## config.mk

```make
export PLATFORM = sky130hd
export DESIGN_NAME = regfile_port_arbiter_flat
export DESIGN_NICKNAME = d
export VERILOG_FILES = /design/src/rtl/regfile_port_arbiter_if.sv /design/src/rtl/regfile_port_arbiter.sv /design/src/flat_wrapper.sv
export SDC_FILE = /design/constraint.sdc
export NUM_CORES = 1
export LEC_CHECK = 0
export BUFFER_PORTS_ARGS = -buffer_cell sky130_fd_sc_hd__buf_4
export CELL_PAD_IN_SITES_DETAIL_PLACEMENT = 1
export CELL_PAD_IN_SITES_GLOBAL_PLACEMENT = 1
export CORE_MARGIN = 8
export CORE_UTILIZATION = 32
export CTS_CLUSTER_SIZE = 25
export DETAILED_ROUTE_END_ITERATION = 7
export GPL_ROUTABILITY_DRIVEN = 0
export GPL_TIMING_DRIVEN = 1
export PLACE_DENSITY_LB_ADDON = 0.3
export SLEW_MARGIN = 20
export SYNTH_ARGS = -nofsm -noshare
export SYNTH_HDL_FRONTEND = slang
export SYNTH_SLANG_ARGS = --single-unit
```

## constraint.sdc

```tcl
create_clock -name clk -period 1.9 [get_ports clk]
set_input_delay 0.095 -clock clk [delete_from_list [all_inputs] [get_ports clk]]
set_output_delay 0.095 -clock clk [all_outputs]
set_load 0.01 [all_outputs]
```

## src/rtl/regfile_port_arbiter_if.sv

```systemverilog
// Bundle of request, response and register-file signals for regfile_port_arbiter.
// Ports (slave view, i.e. the arbiter):
//   req0_* / req1_*   : requests (valid, wr, a1, a2, wdata in; ready out)
//   resp0_* / resp1_* : responses (valid out, ready in)
//   resp_rd1/2, resp_dropped : shared response payload
//   rf_addr1/2, rf_addw, rf_wd, rf_we : register-file control (out)
//   rf_rd1/2          : register-file read data (in, combinational)
//   r0_drop_cnt       : saturating count of suppressed R0 writes
// The master modport is the environment side (requesters plus register file).
interface regfile_port_arbiter_if #(
  parameter int DATA_W = 16,
  parameter int ADDR_W = 3,
  parameter int CNT_W  = 8
);
  logic              req0_valid, req0_ready, req0_wr;
  logic [ADDR_W-1:0] req0_a1, req0_a2;
  logic [DATA_W-1:0] req0_wdata;
  logic              req1_valid, req1_ready, req1_wr;
  logic [ADDR_W-1:0] req1_a1, req1_a2;
  logic [DATA_W-1:0] req1_wdata;
  logic              resp0_valid, resp0_ready;
  logic              resp1_valid, resp1_ready;
  logic [DATA_W-1:0] resp_rd1, resp_rd2;
  logic              resp_dropped;
  logic [ADDR_W-1:0] rf_addr1, rf_addr2, rf_addw;
  logic [DATA_W-1:0] rf_wd;
  logic              rf_we;
  logic [DATA_W-1:0] rf_rd1, rf_rd2;
  logic [CNT_W-1:0]  r0_drop_cnt;

  modport slave (
    input  req0_valid, req0_wr, req0_a1, req0_a2, req0_wdata,
    input  req1_valid, req1_wr, req1_a1, req1_a2, req1_wdata,
    input  resp0_ready, resp1_ready, rf_rd1, rf_rd2,
    output req0_ready, req1_ready, resp0_valid, resp1_valid,
    output resp_rd1, resp_rd2, resp_dropped,
    output rf_addr1, rf_addr2, rf_addw, rf_wd, rf_we, r0_drop_cnt
  );

  modport master (
    output req0_valid, req0_wr, req0_a1, req0_a2, req0_wdata,
    output req1_valid, req1_wr, req1_a1, req1_a2, req1_wdata,
    output resp0_ready, resp1_ready, rf_rd1, rf_rd2,
    input  req0_ready, req1_ready, resp0_valid, resp1_valid,
    input  resp_rd1, resp_rd2, resp_dropped,
    input  rf_addr1, rf_addr2, rf_addw, rf_wd, rf_we, r0_drop_cnt
  );
endinterface

```

## src/rtl/regfile_port_arbiter.sv

```systemverilog
// Arbitrates an 8x16 register file (two combinational read ports, one clocked
// write port) between requester 0 (core control) and requester 1 (debug/load).
// Each accepted transaction (two-operand read or single write) runs through
// IDLE -> ISSUE -> RESP and returns its result with a valid/ready handshake.
// Writes to R0 are suppressed, flagged in the response and counted.
// Ports:
//   clk : clock, rising edge
//   rst : synchronous active-high reset
//   bus : regfile_port_arbiter_if.slave (requests, responses, register file)
module regfile_port_arbiter #(
  parameter int DATA_W     = 16,
  parameter int ADDR_W     = 3,
  parameter int FIXED_PRIO = 0,
  parameter int CNT_W      = 8
) (
  input logic                   clk,
  input logic                   rst,
  regfile_port_arbiter_if.slave bus
);

  typedef enum logic [1:0] {IDLE, ISSUE, RESP} state_t;

  state_t            state, state_nxt;
  logic              last_grant;
  logic              owner;
  logic              cur_wr;
  logic [ADDR_W-1:0] cur_a1, cur_a2;
  logic [DATA_W-1:0] cur_wd;
  logic [DATA_W-1:0] rd1_q, rd2_q;
  logic              dropped_q;
  logic [CNT_W-1:0]  cnt_q;
  logic              sel1;
  logic              accept;

  // Requester 1 wins when it is alone, or in round-robin mode when requester
  // 0 was served last.
  assign sel1 = bus.req1_valid &&
                (!bus.req0_valid || ((FIXED_PRIO == 0) && !last_grant));

  always_comb begin
    // NOTE: every signal gets a default before the case so no latch is inferred.
    state_nxt      = state;
    accept         = 1'b0;
    bus.req0_ready = 1'b0;
    bus.req1_ready = 1'b0;
    case (state)
      IDLE: begin
        if (!rst && (bus.req0_valid || bus.req1_valid)) begin
          bus.req0_ready = !sel1;
          bus.req1_ready = sel1;
          accept         = 1'b1;
          state_nxt      = ISSUE;
        end
      end
      ISSUE:   state_nxt = RESP;
      RESP:    if (owner ? bus.resp1_ready : bus.resp0_ready) state_nxt = IDLE;
      default: state_nxt = IDLE;
    endcase
  end

  assign bus.resp0_valid  = (state == RESP) && !owner;
  assign bus.resp1_valid  = (state == RESP) && owner;
  assign bus.resp_rd1     = rd1_q;
  assign bus.resp_rd2     = rd2_q;
  assign bus.resp_dropped = dropped_q;
  assign bus.r0_drop_cnt  = cnt_q;

  // Latched request fields drive the register file directly; outside ISSUE
  // they simply hold and only the write enable matters.
  assign bus.rf_addr1 = cur_a1;
  assign bus.rf_addr2 = cur_a2;
  assign bus.rf_addw  = cur_a1;
  assign bus.rf_wd    = cur_wd;
  // Reset gates the enable combinationally so a reset in ISSUE aborts the write.
  assign bus.rf_we    = (state == ISSUE) && cur_wr && (cur_a1 != '0) && !rst;

  always_ff @(posedge clk) begin
    // NOTE: sequential state uses non-blocking assignments only.
    if (rst) begin
      state      <= IDLE;
      last_grant <= 1'b1;
      owner      <= 1'b0;
      cur_wr     <= 1'b0;
      cur_a1     <= '0;
      cur_a2     <= '0;
      cur_wd     <= '0;
      rd1_q      <= '0;
      rd2_q      <= '0;
      dropped_q  <= 1'b0;
      cnt_q      <= '0;
    end else begin
      state <= state_nxt;
      if (accept) begin
        owner      <= sel1;
        last_grant <= sel1;
        cur_wr     <= sel1 ? bus.req1_wr    : bus.req0_wr;
        cur_a1     <= sel1 ? bus.req1_a1    : bus.req0_a1;
        cur_a2     <= sel1 ? bus.req1_a2    : bus.req0_a2;
        cur_wd     <= sel1 ? bus.req1_wdata : bus.req0_wdata;
      end
      if (state == ISSUE) begin
        if (cur_wr) begin
          rd1_q     <= '0;
          rd2_q     <= '0;
          dropped_q <= (cur_a1 == '0);
          if ((cur_a1 == '0) && (cnt_q != '1)) cnt_q <= cnt_q + 1'b1;
        end else begin
          rd1_q     <= bus.rf_rd1;
          rd2_q     <= bus.rf_rd2;
          dropped_q <= 1'b0;
        end
      end
    end
  end

endmodule

```

## src/flat_wrapper.sv

```systemverilog
// flat-port wrapper written by rule: the top's interface ports become plain ports
module regfile_port_arbiter_flat 
#(
  parameter int DATA_W     = 16,
  parameter int ADDR_W     = 3,
  parameter int FIXED_PRIO = 0,
  parameter int CNT_W      = 8
)
  (clk, rst, bus_req0_valid, bus_req0_wr, bus_req0_a1, bus_req0_a2, bus_req0_wdata, bus_req1_valid, bus_req1_wr, bus_req1_a1, bus_req1_a2, bus_req1_wdata, bus_resp0_ready, bus_resp1_ready, bus_rf_rd1, bus_rf_rd2, bus_req0_ready, bus_req1_ready, bus_resp0_valid, bus_resp1_valid, bus_resp_rd1, bus_resp_rd2, bus_resp_dropped, bus_rf_addr1, bus_rf_addr2, bus_rf_addw, bus_rf_wd, bus_rf_we, bus_r0_drop_cnt);
  regfile_port_arbiter_if #(.DATA_W(DATA_W), .ADDR_W(ADDR_W), .CNT_W(CNT_W)) bus_i ();
  input logic clk;
  input logic rst;
  input wire logic [$bits(bus_i.req0_valid)-1:0] bus_req0_valid;
  input wire logic [$bits(bus_i.req0_wr)-1:0] bus_req0_wr;
  input wire logic [$bits(bus_i.req0_a1)-1:0] bus_req0_a1;
  input wire logic [$bits(bus_i.req0_a2)-1:0] bus_req0_a2;
  input wire logic [$bits(bus_i.req0_wdata)-1:0] bus_req0_wdata;
  input wire logic [$bits(bus_i.req1_valid)-1:0] bus_req1_valid;
  input wire logic [$bits(bus_i.req1_wr)-1:0] bus_req1_wr;
  input wire logic [$bits(bus_i.req1_a1)-1:0] bus_req1_a1;
  input wire logic [$bits(bus_i.req1_a2)-1:0] bus_req1_a2;
  input wire logic [$bits(bus_i.req1_wdata)-1:0] bus_req1_wdata;
  input wire logic [$bits(bus_i.resp0_ready)-1:0] bus_resp0_ready;
  input wire logic [$bits(bus_i.resp1_ready)-1:0] bus_resp1_ready;
  input wire logic [$bits(bus_i.rf_rd1)-1:0] bus_rf_rd1;
  input wire logic [$bits(bus_i.rf_rd2)-1:0] bus_rf_rd2;
  output wire logic [$bits(bus_i.req0_ready)-1:0] bus_req0_ready;
  output wire logic [$bits(bus_i.req1_ready)-1:0] bus_req1_ready;
  output wire logic [$bits(bus_i.resp0_valid)-1:0] bus_resp0_valid;
  output wire logic [$bits(bus_i.resp1_valid)-1:0] bus_resp1_valid;
  output wire logic [$bits(bus_i.resp_rd1)-1:0] bus_resp_rd1;
  output wire logic [$bits(bus_i.resp_rd2)-1:0] bus_resp_rd2;
  output wire logic [$bits(bus_i.resp_dropped)-1:0] bus_resp_dropped;
  output wire logic [$bits(bus_i.rf_addr1)-1:0] bus_rf_addr1;
  output wire logic [$bits(bus_i.rf_addr2)-1:0] bus_rf_addr2;
  output wire logic [$bits(bus_i.rf_addw)-1:0] bus_rf_addw;
  output wire logic [$bits(bus_i.rf_wd)-1:0] bus_rf_wd;
  output wire logic [$bits(bus_i.rf_we)-1:0] bus_rf_we;
  output wire logic [$bits(bus_i.r0_drop_cnt)-1:0] bus_r0_drop_cnt;
  assign bus_i.req0_valid = bus_req0_valid;
  assign bus_i.req0_wr = bus_req0_wr;
  assign bus_i.req0_a1 = bus_req0_a1;
  assign bus_i.req0_a2 = bus_req0_a2;
  assign bus_i.req0_wdata = bus_req0_wdata;
  assign bus_i.req1_valid = bus_req1_valid;
  assign bus_i.req1_wr = bus_req1_wr;
  assign bus_i.req1_a1 = bus_req1_a1;
  assign bus_i.req1_a2 = bus_req1_a2;
  assign bus_i.req1_wdata = bus_req1_wdata;
  assign bus_i.resp0_ready = bus_resp0_ready;
  assign bus_i.resp1_ready = bus_resp1_ready;
  assign bus_i.rf_rd1 = bus_rf_rd1;
  assign bus_i.rf_rd2 = bus_rf_rd2;
  assign bus_req0_ready = bus_i.req0_ready;
  assign bus_req1_ready = bus_i.req1_ready;
  assign bus_resp0_valid = bus_i.resp0_valid;
  assign bus_resp1_valid = bus_i.resp1_valid;
  assign bus_resp_rd1 = bus_i.resp_rd1;
  assign bus_resp_rd2 = bus_i.resp_rd2;
  assign bus_resp_dropped = bus_i.resp_dropped;
  assign bus_rf_addr1 = bus_i.rf_addr1;
  assign bus_rf_addr2 = bus_i.rf_addr2;
  assign bus_rf_addw = bus_i.rf_addw;
  assign bus_rf_wd = bus_i.rf_wd;
  assign bus_rf_we = bus_i.rf_we;
  assign bus_r0_drop_cnt = bus_i.r0_drop_cnt;
  regfile_port_arbiter #(.DATA_W(DATA_W), .ADDR_W(ADDR_W), .FIXED_PRIO(FIXED_PRIO), .CNT_W(CNT_W)) u_core (.clk(clk), .rst(rst), .bus(bus_i));
endmodule
```

==> flow_metrics.env <==
export IMPL_vias=3062
export IMPL_top_level_ports=155
export IMPL_drtIter0Drc=144
export IMPL_placementRows=35
export IMPL_viasPerCell=4.876
export IMPL_crit_required_ps=1800
export IMPL_fmax_mhz=546.2
export IMPL_synth_edf_count=0
export IMPL_cts_sinks=68
export IMPL_synth_fp_nets=434
export IMPL_fin_area_sq_um=4448
export IMPL_detail_route_antenna_nets=0
export IMPL_tns_ps=0
export IMPL_dr_pass1_iters=4
export IMPL_rsz0062_at_grt="false"
export IMPL_max_slew_margin_pct=42.49
export IMPL_final_cell_mix="buf_4 (166), dfxtp_1 (68), nor2_1 (64)"
export IMPL_leakagePower_nw=1.923
export IMPL_tightest_slew_ps=862.6
export IMPL_grt_max_degree=68
export IMPL_ys_seq_area_share_pct=44.85
export IMPL_maxCapViolations=0
export IMPL_layout_commonest_cell="buf_4"
export IMPL_stdcell_count=628
export IMPL_filler_cell_count=1143
export IMPL_vdd_drop_max_v=0.0002965
export IMPL_post_route_period_util_pct=96.36
export IMPL_synth_cell_types=38
export IMPL_sw_frac_of_total_pct=29.33
export IMPL_worstPathMaxFanout=26
export IMPL_status="finished clean"
export IMPL_drive_above_1_share_pct=41.28
export IMPL_skew_ps=5.288
export IMPL_slowest_stage="or4_4"
export IMPL_hold_path_class="in -> reg"
export IMPL_critPathTopFamily="simple AND/OR/NAND/NOR gates"
export IMPL_timing_rr_start="u_core.bus.rf_addr1[0]"
export IMPL_core_area_sq_um=9240
export IMPL_path_buf_inv=2
export IMPL_slowest_delay_ps=620
export IMPL_final_hold_violation_count=0
export IMPL_nets=581
export IMPL_cp_arrival_ps=1740
export IMPL_yosysWarnings=0
export IMPL_synth_main_ff_cell="dfxtp_1"
export IMPL_critPathLaunchType="flop"
export IMPL_start_util_pct=32.85
export IMPL_synthArstFlopShare_pct=0
export IMPL_root_buffer="clkbuf_8"
export IMPL_place_hpwl_mm=8.067
export IMPL_slew_violations=0
export IMPL_antenna_found_initial=0
export IMPL_p_sw_w=0.001001
export IMPL_cts_tree="built"
export IMPL_gr_total_overflow=0
export IMPL_die_w_um=113.4
export IMPL_p_clk_share_pct=29.8
export IMPL_track_usage_pct=16.69
export IMPL_synth_seq_cells=68
export IMPL_hp_start="bus_req1_a2[0]"
export IMPL_die_area_sq_um=12860
export IMPL_dpl_cell_area_sq_um=4220
export IMPL_p_seq_share_pct=46.5
export IMPL_hold_ws_ps=18.67
export IMPL_clk_path_buf_depth=2
export IMPL_chipHeight_um=113.4
export IMPL_wirelength_mm=11.01
export IMPL_synth_area_per_cell_sq_um=8.697
export IMPL_grt_pass1_vias=3245
export IMPL_power_density_nw_per_um2=767.1
export IMPL_cts_buffers=9
export IMPL_syn2layout_area_growth_pct=46.54
export IMPL_grt_pass1_wl_mm=17.03
export IMPL_internal_power_w=0.002411
export IMPL_syn_inst=349
export IMPL_worst_skew_pair_late_latency_ps=340
export IMPL_setup_viol_count_final=0
export IMPL_crit_path_end_kind="output pin"
export IMPL_syn_area_sq_um=3035
export IMPL_drc=0
export IMPL_path_cells="or4_4 > buf_8 > nor2_1 > buf_4"
export IMPL_numPlacedInstances=607
export IMPL_pwr_share_comb_pct=23.7
export IMPL_path_class="reg -> out"
export IMPL_io_buffers=154
export IMPL_cts_max_level=3
export IMPL_insertedDiodeCount=0
export IMPL_wl_per_cell_um=17.53
export IMPL_startpoint="u_core.state[1]"
export IMPL_min_period_ps=1831
export IMPL_clk_pin_slew_ps=70
[synthesized netlist by cell type (all sizes together), types with 3 or more instances]
library cell	number	area (sq um)
a211oi	25	282.8
a21oi	59	295.3
dfxtp	68	1361
clkbuf	18	67.56
nor3	3	15.01
nand2	28	105.1
nor3b	33	247.7
buf	14	118.9
mux2i	5	50.05
o21ai	3	15.01
nand3	4	20.02
inv	3	16.27
nor2	64	240.2
[layer usage]
metal	up-vias	track usage [%]	wire length (um)
li1	1501	-	-
met4	0	6.483	193
met3	13	5.547	629
met1	1469	17.60	4387
met2	79	30.08	5798
met5	-	0	0
[final timing paths]
check                                   end  slack (ps)  cells past startpoint
setup / recovery             bus_req0_ready          70                      4
hold / removal       u_core.bus.rf_addr2[0]          20                      3
setup reg to reg  u_core.bus.r0_drop_cnt[7]         260                      4
hold reg to reg      u_core.bus.resp_rd1[4]         490                      2
[cell type report]
type / instances / area (sq um) / share of cell area [%]
clock inverter: 3 / 15.01 / 0.3376
timing repair buffer: 168 / 1271 / 28.58
timing repair inverter: 1 / 8.758 / 0.1969
tap: 129 / 161.4 / 3.629
clock buffer: 11 / 141.4 / 3.179
multi-input combinational: 245 / 1465 / 32.94
inverter: 3 / 23.77 / 0.5345
sequential: 68 / 1361 / 30.60
[cells by family after synthesis]
logic type               Yosys count  synth area share, %
AO/OA/AOI/OAI                     92                20.94
adder cells (fa/ha/maj)            1               0.4121
AND/OR/NAND/NOR                  146                24.90
flip-flops                        68                44.85
XOR/XNOR                           1               0.2886
multiplexers                       5                1.649
buffers and inverters             36                6.966
[per-stage QoR]
step,total power [W],utilization (%),worst slack [ps]
4_1_cts,0.003441,47.60,15.43
3_3_place_gp,0.002379,45.67,304.0
6_report,0.003412,48.14,69.19
2_1_floorplan,0.002047,-,366.0
5_1_grt,0.003609,48.14,4.772
3_5_place_dp,0.002409,45.67,256.6
[power by group through the flow]
stage	logic (W)	clock network [W]	registers, W
after floorplan	0.000395	0	0.00165
after global placement	0.000766	0	0.00161
after detailed placement	0.000788	0	0.00162
after CTS	0.000798	0.00106	0.00159
after global routing	0.000882	0.00113	0.00160
final	0.000808	0.00102	0.00159
[registers in the layout (all words and copies together) (netlist names), 2 cells and up]
signal                  count
u_core.bus.rf_wd           16
u_core.bus.rf_addr1         3
u_core.bus.rf_addr2         3
u_core.bus.resp_rd1        16
u_core.state                2
u_core.bus.resp_rd2        16
u_core.bus.r0_drop_cnt      8
[worst register-to-register path: stages, from the launching register on]
cell      delay, ps
dfxtp_1         330
or3_1           510
nor4_4          370
a31oi_1         130
a211oi_1        220
[repair_timing]
| item | 4_1_cts | 5_1_grt |
|---|---|---|
| pin swaps | 1 | 1 |
| endpoints found under the setup margin | 1 | 1 |
| hold buffers | 1 | 0 |
| buffers inserted | 0 | 5 |
| cloned | 0 | 1 |
| resized for setup | 3 | 1 |
| endpoints found under the hold margin | 1 | 0 |
No activity file was read; power rests on OpenSTA's default activity.
